### src/rtl/secuenciador_pc.sv
// secuenciador_pc: program-counter sequencer for the MIPS fetch stage.
// Holds the PC, offers it to instruction memory under valid/ready, forms
// branch / jump / jump-register targets and buffers one redirect that
// arrives while fetch is blocked (the oldest redirect wins).
module secuenciador_pc #(
    parameter logic [31:0] RESET_PC   = 32'h0000_0000,
    parameter logic [31:0] EXC_VECTOR = 32'h0000_0080
) (
    input  logic        clk,
    input  logic        reset_n,
    input  logic        fetch_ready,
    input  logic        stall,
    input  logic [31:0] redirect_base,
    input  logic        branch_taken,
    input  logic [15:0] branch_offset,
    input  logic        jump,
    input  logic [25:0] jump_index,
    input  logic        jump_reg,
    input  logic [31:0] reg_target,
    output logic        fetch_valid,
    output logic [31:0] fetch_addr,
    output logic [31:0] pc_plus4,
    output logic        flush,
    output logic        misaligned
);

    typedef enum logic {
        BOOT = 1'b0,
        RUN  = 1'b1
    } state_e;

    state_e      state_q, state_d;
    logic [31:0] pc_q, pc_d;
    logic        pend_valid_q, pend_valid_d;
    logic [31:0] pend_target_q, pend_target_d;
    logic        pend_exc_q, pend_exc_d;
    logic        flush_q, flush_d;
    logic        misaligned_q, misaligned_d;

    logic        accept;
    logic        req;
    logic [31:0] req_target;
    logic        req_exc;

    assign fetch_valid = (state_q == RUN);
    assign fetch_addr  = pc_q;
    assign pc_plus4    = pc_q + 32'd4;
    assign flush       = flush_q;
    assign misaligned  = misaligned_q;
    assign accept      = fetch_valid & fetch_ready & ~stall;

    // Select the winning redirect request (jump_reg > jump > branch) and its target.
    always_comb begin
        // NOTE: every signal written here gets a default first, so no path leaves it unassigned and no latch is inferred.
        req        = 1'b0;
        req_target = 32'h0;
        req_exc    = 1'b0;
        if (jump_reg) begin
            req = 1'b1;
            if (reg_target[1:0] != 2'b00) begin
                req_target = EXC_VECTOR;
                req_exc    = 1'b1;
            end else begin
                req_target = reg_target;
            end
        end else if (jump) begin
            req        = 1'b1;
            req_target = {redirect_base[31:28], jump_index, 2'b00};
        end else if (branch_taken) begin
            req        = 1'b1;
            req_target = redirect_base + {{14{branch_offset[15]}}, branch_offset, 2'b00};
        end
    end

    // Next-state: boot sequencing, PC update on accept, pending-buffer capture, pulse outputs.
    always_comb begin
        state_d       = state_q;
        pc_d          = pc_q;
        pend_valid_d  = pend_valid_q;
        pend_target_d = pend_target_q;
        pend_exc_d    = pend_exc_q;
        flush_d       = 1'b0;
        misaligned_d  = 1'b0;

        case (state_q)
            BOOT:    state_d = RUN;
            RUN:     state_d = RUN;
            default: state_d = BOOT;
        endcase

        if (accept) begin
            if (pend_valid_q) begin
                // A buffered redirect is older than anything arriving now.
                pc_d         = pend_target_q;
                pend_valid_d = 1'b0;
                flush_d      = 1'b1;
                misaligned_d = pend_exc_q;
            end else if (req) begin
                pc_d         = req_target;
                flush_d      = 1'b1;
                misaligned_d = req_exc;
            end else begin
                pc_d = pc_plus4;
            end
        end else if (req && !pend_valid_q) begin
            pend_valid_d  = 1'b1;
            pend_target_d = req_target;
            pend_exc_d    = req_exc;
        end
    end

    // State registers; reset discards any pending redirect.
    always_ff @(posedge clk or negedge reset_n) begin
        if (!reset_n) begin
            state_q       <= BOOT;
            pc_q          <= RESET_PC;
            pend_valid_q  <= 1'b0;
            pend_target_q <= 32'h0;
            pend_exc_q    <= 1'b0;
            flush_q       <= 1'b0;
            misaligned_q  <= 1'b0;
        end else begin
            // NOTE: non-blocking assignments so every register samples the pre-edge values.
            state_q       <= state_d;
            pc_q          <= pc_d;
            pend_valid_q  <= pend_valid_d;
            pend_target_q <= pend_target_d;
            pend_exc_q    <= pend_exc_d;
            flush_q       <= flush_d;
            misaligned_q  <= misaligned_d;
        end
    end

endmodule

### config.mk
export PLATFORM = sky130hd
export DESIGN_NAME = secuenciador_pc
export DESIGN_NICKNAME = d
export VERILOG_FILES = /design/src/rtl/secuenciador_pc.sv
export SDC_FILE = /design/constraint.sdc
export NUM_CORES = 1
export LEC_CHECK = 0
export ABC_AREA = 1
export ABC_CLOCK_PERIOD_IN_PS = 2500
export BUFFER_PORTS_ARGS = -buffer_cell sky130_fd_sc_hd__buf_2
export CAP_MARGIN = 30
export CORE_ASPECT_RATIO = 0.7
export CORE_MARGIN = 4
export CORE_UTILIZATION = 38
export CTS_CLUSTER_SIZE = 25
export DETAILED_ROUTE_END_ITERATION = 8
export GPL_ROUTABILITY_DRIVEN = 0
export GPL_TIMING_DRIVEN = 0
export SYNTH_ARGS = -nofsm -noshare
export SYNTH_HDL_FRONTEND = slang
export SYNTH_SLANG_ARGS = --single-unit
### constraint.sdc
create_clock -name clk -period 2.5 [get_ports clk]
set_input_delay 0.25 -clock clk [delete_from_list [all_inputs] [get_ports clk]]
set_output_delay 0.25 -clock clk [all_outputs]
set_load 0.01 [all_outputs]
==> results of run 1 <==
## power by group through the flow
stage	Clock (W)	Sequential (W)	Combinational (W)
6_report	0.00129	0.00154	0.00183
2_1_floorplan	0	0.00155	0.000999
5_1_grt	0.00136	0.00157	0.00204
3_3_place_gp	0	0.00155	0.00169
3_5_place_dp	0	0.00155	0.00171
4_1_cts	0.00129	0.00153	0.00174
## flip-flops by register name (all words and copies together) (netlist names)
signal	flops
fetch_addr	32
fetch_valid	1
flush	1
misaligned	1
pend_exc_q	1
pend_target_q	32
pend_valid_q	1
## how the worst max path moves through the flow
stage,start,to,slack [ps],depth (start not counted)
after global placement,branch_offset[0],fetch_addr[30],-150,20
after CTS,fetch_addr[4],pc_plus4[27],6,9
after detailed placement,branch_offset[0],fetch_addr[30],-160,20
final,fetch_addr[3],pc_plus4[26],80,9
after floorplan,redirect_base[2],fetch_addr[18],500,19
after global routing,fetch_addr[3],pc_plus4[26],-40,9
## worst reg2reg max path, cell delays in order (launching register included)
cell	delay, ps
dfrtp_1	360
clkbuf_1	170
nor2_2	410
inv_2	140
nor2_1	220
buf_2	310
buf_2	340
o21ai_0	140
## area by class of cell
cell class              instances  area, um^2  area share
multi-input cells             874        4409      0.5211
flip-flops and latches         69        1730      0.2045
repair buffers                197        1062      0.1255
inverters                     143       539.3     0.06373
well taps                     231       289.0     0.03416
clock buffers                  11       242.7     0.02869
plain buffers                  32       138.9     0.01641
clock inverters                 5       50.05    0.005915
## cells by family after synthesis
logic type / Yosys count / synth area share
other: 1 / 0.0005604
AND/OR/NAND/NOR: 667 / 0.4164
flip-flops: 69 / 0.2580
XOR/XNOR: 25 / 0.03721
buffers and inverters: 175 / 0.1010
adder cells (fa/ha/maj): 31 / 0.05909
AO/OA/AOI/OAI: 150 / 0.1277
## what timing repair did
action | 4_1_cts | 5_1_grt
pin swaps | 1 | 10
setup endpoints to repair | 5 | 14
hold buffers | 1 | 0
resized for setup | 3 | 26
hold endpoints to repair | 7 | 0
buffers inserted | 4 | 12
## layer usage
layer | up-vias | wire [um] | part of all wire
li1 | 3963 | - | -
met1 | 3606 | 12820 | 0.50
met2 | 413 | 9966 | 0.39
met3 | 13 | 2776 | 0.11
met4 | 0 | 133 | 0.0052
met5 | - | 0 | 0
## cell usage after synthesis (4+ instances only)
cell	count	share of area
dfrtp_1	69	0.26
nor2_1	98	0.055
o21ai_0	50	0.037
nand4_1	9	0.0084
ha_1	30	0.056
nand2_1	454	0.25
o211ai_1	4	0.0045
nor2_2	4	0.0037
a21oi_1	65	0.049
nand3_1	65	0.049
buf_2	9	0.0067
o221ai_1	4	0.0052
xor2_1	18	0.024
inv_1	137	0.077
inv_2	5	0.0028
nor3_1	11	0.0082
clkbuf_1	19	0.011
## stage by stage
step	instance area [um^2]	cells	setup slack, ps	utilization
floorplan	6691	1118	499.8	-
global placement	7876	1528	-154.1	0.4575
detailed placement	7906	1529	-162.1	0.4592
CTS	8252	1550	6.309	0.4793
global route	8462	1562	-43.27	0.4915
finish	8462	1562	75.23	0.4915
==> impl_metrics.ini, run 1 <==
[run_status]
status = complete, no violations

[die]
die_h_um = 119.0
core_mm2 = 0.01722
initial_core_util = 0.3887
rows = 40
die_area_mm2 = 0.01983
die_x_um = 166.6
pin_count = 180

[global_routing]
top_usage_layer = met1
grtUsageMet1 = 0.4079
grt_use_met3 = 0.06437
grt_max_degree = 63
grt_use_total = 0.2535
grt_pass1_vias = 7308
use_met2 = 0.3439
grt_pass1_wl_um = 40120
antenna_found_initial = 0
overflow = 0

[pwr]
finalPower_w = 0.004665
seqPwrFrac = 0.331
powerDensity_mw_per_mm2 = 551.2
intPower_w = 0.002801
combinationalPowerShare = 0.392
swShare = 0.3996
ir_worst_vdd_uv = 332.1
p_clk_frac = 0.277
leakage_nw = 4.656
power_switching_w = 0.001864

[timing]
period_share = 0.9699
min_period_ps = 2425
rsz0062_at_grt = true
drv_slew = 0
hold_violations = 0
tightest_slew_ps = 753.9
worst_clock_skew_ps = 6.857
finalSetupViolCount = 0
finalSetupTns_ps = 0
max_freq_mhz = 412.4
whs_ps = 247.0
max_slew_margin = 0.4955

[clocking]
cts.sinks = 69
h-tree-depth = 3
cts_max_path_buffers = 2
cts_buffers = 9
cts_root_buffer = clkbuf_16
clk_latency_ps = 340
cts_tree = yes
path_clk_slew_ps = 60

[routing]
routed_wl_um = 25690
ant_nets = 0
drt-initial-drc-count = 961
wl_per_cell_um = 16.45
vias = 7995
firstDrtPassIters = 6
drcViolationCount = 0
routed_via_density = 5.118

[setup_path]
crit_path_end_kind = primary output
critPathRequiredTime_ps = 2250
cp_top_family = simple AND/OR/NAND/NOR gates
arrival_ps = 2170
regToRegSetupSlack_ps = 270
crit_path_top_delay_cell = dfrtp_1
path_common_cell = nor3_4
critPathBufInv = 3
critPathMaxStageDelay_ps = 400
cp_max_fo = 4
critPathKind = register to primary output
crit_chain = ha_4 -> nand3_4 -> nor3_4 -> buf_6 -> inv_4 -> nor3_4 -> nand4_4 -> xnor2_2 -> buf_2
timing.rr.end = pend_target_q[14]
reg2reg_depth = 7
crit_path_start_kind = register
r2r_start = pend_valid_q

[worst_hold_path]
min_path_cells = 5
hold_end = pend_target_q[1]
holdCritPathClass = input port to register
min_from = redirect_base[1]

[job]
cap_violations = 0

[yosys]
yosysSeqAreaShare = 0.2580
syn_avg_cell_area_um2 = 5.985
synth.distinct_cells = 51
yosys_warnings = 0
synth-seq-cells = 69
synthCells = 1118
async_flop_share = 1.000
synthFlopType = dfrtp_1
synth_fp_nets = 1262
synth-edff-count = 0
syn_area_mm2 = 0.006691

[cells_and_area]
final_layout_size_suffix_gt1_frac = 0.2051
n_fill_cell = 1862
diodes = 0
area_growth_pct = 26.46
layout_common_cells = 451 x nand2_1, 186 x buf_2, 136 x inv_1
layout_commonest_cell = nand2_1
final_nets = 1470

[place]
dp_hpwl_um = 20820
portBuffers = 179
Power figures use the tool's default switching activity.
==> run 2, diff against run 1 <==
==> constraint.sdc (replaced) <==
create_clock -name clk -period 2.5 [get_ports clk]
set_input_delay 0.625 -clock clk [delete_from_list [all_inputs] [get_ports clk]]
set_output_delay 0.625 -clock clk [all_outputs]
set_load 0.01 [all_outputs]
==> run 2 against run 1 <==
Net effect: the run now ends with setup timing left; highest routed layer unchanged; fmax down 13%; sequential power is essentially flat; combinational power grew 9.8%; largest power group unchanged.
==> impl_metrics.ini, run 2 (synthesized netlist as in run 1, its figures left out) <==
[setup_path]
reg2reg_depth = 12
r2r_start = fetch_addr[11]
arrival_ps = 2150
critPathKind = register to primary output
crit_path_start_kind = register
critPathRequiredTime_ps = 1880
crit_path_top_delay_cell = dfrtp_1
critPathMaxStageDelay_ps = 440
regToRegSetupSlack_ps = 270
crit_path_end_kind = primary output
crit_chain = inv_1 -> nor3_4 -> nand2_8 -> nor2_8 -> nand4_4 -> nor2_4 -> xor2_2 -> buf_2
timing.rr.end = fetch_addr[24]
cp_max_fo = 5

[global_routing]
grt_use_total = 0.2604
grt_pass1_vias = 7581
antenna_found_initial = 0
overflow = 0
grt_pass1_wl_um = 41310
grt_max_degree = 63

[clocking]
clk_latency_ps = 340
cts_tree = yes
h-tree-depth = 3
cts.sinks = 69
cts_max_path_buffers = 2
path_clk_slew_ps = 60
cts_root_buffer = clkbuf_16
cts_buffers = 9

[die]
pin_count = 180
initial_core_util = 0.3887
die_x_um = 166.6
die_h_um = 119.0
die_area_mm2 = 0.01983
rows = 40
core_mm2 = 0.01722

[routing]
ant_nets = 0
firstDrtPassIters = 6
routed_wl_um = 26620
wl_per_cell_um = 16.76
drcViolationCount = 0
drt-initial-drc-count = 980
routed_via_density = 5.195
vias = 8249

[timing]
max_slew_margin = 0.4966
worst_clock_skew_ps = 5.035
fin_ws_ps = -275.5
min_period_ps = 2776
rsz0062_at_grt = true
finalSetupTns_ps = -2826
tightest_slew_ps = 752.4
finalSetupViolCount = 19
max_freq_mhz = 360.3
hold_violations = 0
drv_slew = 0
period_share = 1.110

[pwr]
powerDensity_mw_per_mm2 = 539.6
finalPower_w = 0.004859
ir_worst_vdd_uv = 333.4
leakage_nw = 4.839

[cells_and_area]
postLayoutCellArea_mm2 = 0.009005
final_nets = 1496
layout_common_cells = 434 x nand2_1, 185 x buf_2, 134 x inv_1
utilization = 0.5230
final_layout_size_suffix_gt1_frac = 0.2660
diodes = 0
area_growth_pct = 34.57
layout_commonest_cell = nand2_1

[worst_hold_path]
holdCritPathClass = input port to asynchronous set/reset pin

[place]
dp_slack_ps = -537.1
dp_hpwl_um = 20820
place_area_mm2 = 0.007906
portBuffers = 179

[job]
cap_violations = 0

[run_status]
violations = setup timing
status = complete, but fails checks
[run 2: final cells by class]
| cell class | instances | area [um^2] |
|---|---|---|
| Inverter | 143 | 539.3 |
| Sequential cell | 69 | 1732 |
| Clock inverter | 5 | 50.05 |
| Multi-Input combinational cell | 874 | 4745 |
| Fill cell | 1808 | 8212 |
| Timing Repair Buffer | 223 | 1269 |
| Buffer | 32 | 138.9 |
| Clock buffer | 11 | 242.7 |
| Tap cell | 231 | 289.0 |
[run 2: routing by layer]
metal / wire [um] / part of all wire / track usage / vias up
met5: 0 / 0 / 0 / -
li1: - / - / - / 4007
met1: 12900 / 0.48 / 0.4117 / 3796
met3: 2879 / 0.11 / 0.06403 / 25
met2: 10630 / 0.40 / 0.3642 / 421
met4: 210 / 0.0079 / 0.03015 / 0
[run 2: worst max path at each step]
stage,start,endpoint,slack [ps],cells past startpoint
after floorplan,redirect_base[2],fetch_addr[18],120,19
after global placement,branch_offset[0],fetch_addr[30],-530,20
after detailed placement,branch_offset[0],fetch_addr[30],-540,20
after CTS,fetch_addr[3],pc_plus4[26],-360,9
after global routing,fetch_addr[3],pc_plus4[28],-400,10
final,fetch_addr[11],pc_plus4[28],-280,8
[run 2: stage by stage]
stage                     hold WS, ps  std cells
after floorplan                 329.4       1118
after global placement          457.3       1528
after detailed placement        461.4       1529
after CTS                       102.5       1572
after global routing            103.4       1588
final                           105.0       1588
[run 2: power breakdown]
group / internal [W] / leakage [nW] / switching (W)
registers: 0.00132 / 0.862 / 0.000229
clock network: 0.000793 / 0.149 / 0.000502
logic: 0.000785 / 3.83 / 0.00122
total: 0.00290 / 4.84 / 0.00196
[run 2: what timing repair did]
| action | CTS | global route |
|---|---|---|
| gates resized for setup | 60 | 54 |
| hold buffers | 0 | 0 |
| buffers inserted | 27 | 18 |
| setup endpoints to repair | 34 | 50 |
| pin swaps | 17 | 18 |
[run 2: critical path, delay by kind of cell (launching register included)]
family | cells | cell delay, ps
AND/OR/NAND/NOR | 5 | 940
flip-flops | 1 | 440
buffers and inverters | 2 | 270
XOR/XNOR | 1 | 170
==> run 3, diff against run 2 <==
--- a/config.mk
+++ b/config.mk
@@ -12,6 +12,7 @@
 export CORE_ASPECT_RATIO = 0.7
 export CORE_MARGIN = 4
 export CORE_UTILIZATION = 38
+export CTS_CLUSTER_DIAMETER = 60
 export CTS_CLUSTER_SIZE = 25
 export DETAILED_ROUTE_END_ITERATION = 8
 export GPL_ROUTABILITY_DRIVEN = 0
@@ -19,3 +20,4 @@
 export SYNTH_ARGS = -nofsm -noshare
 export SYNTH_HDL_FRONTEND = slang
 export SYNTH_SLANG_ARGS = --single-unit
+export TNS_END_PERCENT = 10
==> run 3 against run 2 <==
Net effect: the run still ends with setup timing left; worst hold slack better by 2.1 ps; worst setup slack better by 1.2 ps; critical path depth up 2; routed wire length down 2.6%; critical endpoint unchanged; final cell count down 1.6%; first-iteration DRC count down 6.4%; total power down 2.8%; register-to-register slack about the same; clock power about the same; global-route usage down 0.36 points; sequential power about the same; sequential share of layout area up 0.87 points.
==> impl_metrics.ini, run 3 (synthesized netlist as in run 1, its figures left out) <==
[run_status]
status = complete, but fails checks
violations = setup timing

[timing]
finalSetupViolCount = 19
tightest_slew_ps = 737.5
drv_slew = 0
period_share = 1.110
fin_ws_ps = -274.4
min_period_ps = 2774
rsz0062_at_grt = true
worst_clock_skew_ps = 6.415
finalSetupTns_ps = -2971
hold_violations = 0
max_freq_mhz = 360.4
max_slew_margin = 0.5065

[job]
cap_violations = 0

[die]
pin_count = 180
die_area_mm2 = 0.01983
die_x_um = 166.6
initial_core_util = 0.3887
die_h_um = 119.0
core_mm2 = 0.01722
rows = 40

[setup_path]
reg2reg_depth = 7
crit_path_start_kind = register
critPathLaunch = fetch_addr[2]
arrival_ps = 2150
cp_max_fo = 5
r2r_start = pend_valid_q
critPathRequiredTime_ps = 1880
critPathKind = register to primary output
crit_path_end_kind = primary output

[cells_and_area]
utilization = 0.5017
final_nets = 1470
layout_commonest_cell = nand2_1
area_growth_pct = 29.09
layout_common_cells = 443 x nand2_1, 186 x buf_2, 135 x inv_1
diodes = 0
final_layout_size_suffix_gt1_frac = 0.2344

[clocking]
cts_buffers = 9
clk_latency_ps = 340
cts_tree = yes
h-tree-depth = 3
path_clk_slew_ps = 60
cts.sinks = 69
cts_root_buffer = clkbuf_16
cts_max_path_buffers = 2

[place]
portBuffers = 179
dp_hpwl_um = 20820

[routing]
drcViolationCount = 0
routed_wl_um = 25930
wl_per_cell_um = 16.60
drt-initial-drc-count = 917
vias = 8048
ant_nets = 0
routed_via_density = 5.152
firstDrtPassIters = 5

[pwr]
p_clk_frac = 0.274
seqPwrFrac = 0.330
finalPower_w = 0.004722
leakage_nw = 4.653
ir_worst_vdd_uv = 329.2
combinationalPowerShare = 0.396
intPower_w = 0.002823
swShare = 0.4021
powerDensity_mw_per_mm2 = 546.6
power_switching_w = 0.001899

[global_routing]
grt_pass1_vias = 7428
antenna_found_initial = 0
overflow = 0
grt_max_degree = 63
grt_pass1_wl_um = 40720
grt_use_total = 0.2568

[worst_hold_path]
holdCritPathClass = input port to asynchronous set/reset pin
run 3: final timing paths:
kind | end | slack, ps
worst max-delay path | pc_plus4[28] | -270
worst min-delay path | fetch_addr[7] | 110
worst max register to register | pend_target_q[14] | 260
worst min register to register | pend_target_q[16] | 480
max in group asynchronous | fetch_addr[20] | 1830
min in group clk | pend_target_q[16] | 480
run 3: metal layers:
| layer | vias to the layer above | track usage | wire, um |
|---|---|---|---|
| met5 | - | 0 | 0 |
| met4 | 0 | 0.03219 | 183 |
| met3 | 21 | 0.06403 | 2671 |
| met2 | 393 | 0.3495 | 10190 |
| met1 | 3670 | 0.4123 | 12890 |
| li1 | 3964 | - | - |
run 3: repair_timing:
| item | in CTS | in global routing |
|---|---|---|
| pin swaps | 6 | 11 |
| setup buffers | 10 | 7 |
| cloned | 0 | 0 |
| resized for setup | 36 | 39 |
| hold buffers | 0 | 0 |
| endpoints found under the setup margin | 34 | 51 |
run 3: final cells by class:
class	count	area, um^2
clock buffers	11	242.7
fillers	1858	8578
multi-input cells	874	4574
repair buffers	197	1067
inverters	143	539.3
clock inverters	5	50.05
plain buffers	32	138.9
well taps	231	289.0
flip-flops and latches	69	1737
run 3: per-stage QoR:
step	worst slack (ps)	area [um^2]	cells	hold slack [ps]
3_3_place_gp	-529.1	7876	1528	457.3
5_1_grt	-413.7	8638	1562	103.4
6_report	-274.4	8638	1562	107.1
3_5_place_dp	-537.1	7906	1529	461.4
4_1_cts	-356.0	8423	1555	102.5
2_1_floorplan	124.8	6691	1118	329.4
run 3: critical path: stages, from the launching register on:
cell     delay (ps)
dfrtp_1         390
ha_4            170
nand3_4          90
nor3_4          130
buf_6           170
nand2_8          70
nor2_8          180
nand4_4         130
nor2_4          160
xor2_2          170
buf_2           150
run 3: power by group through the flow:
stage	sequential [W]	clock, W	combinational, W
final	0.00156	0.00129	0.00187
after global routing	0.00158	0.00136	0.00209
after CTS	0.00154	0.00129	0.00179
after detailed placement	0.00155	0	0.00171
after global placement	0.00155	0	0.00169
after floorplan	0.00155	0	0.000999
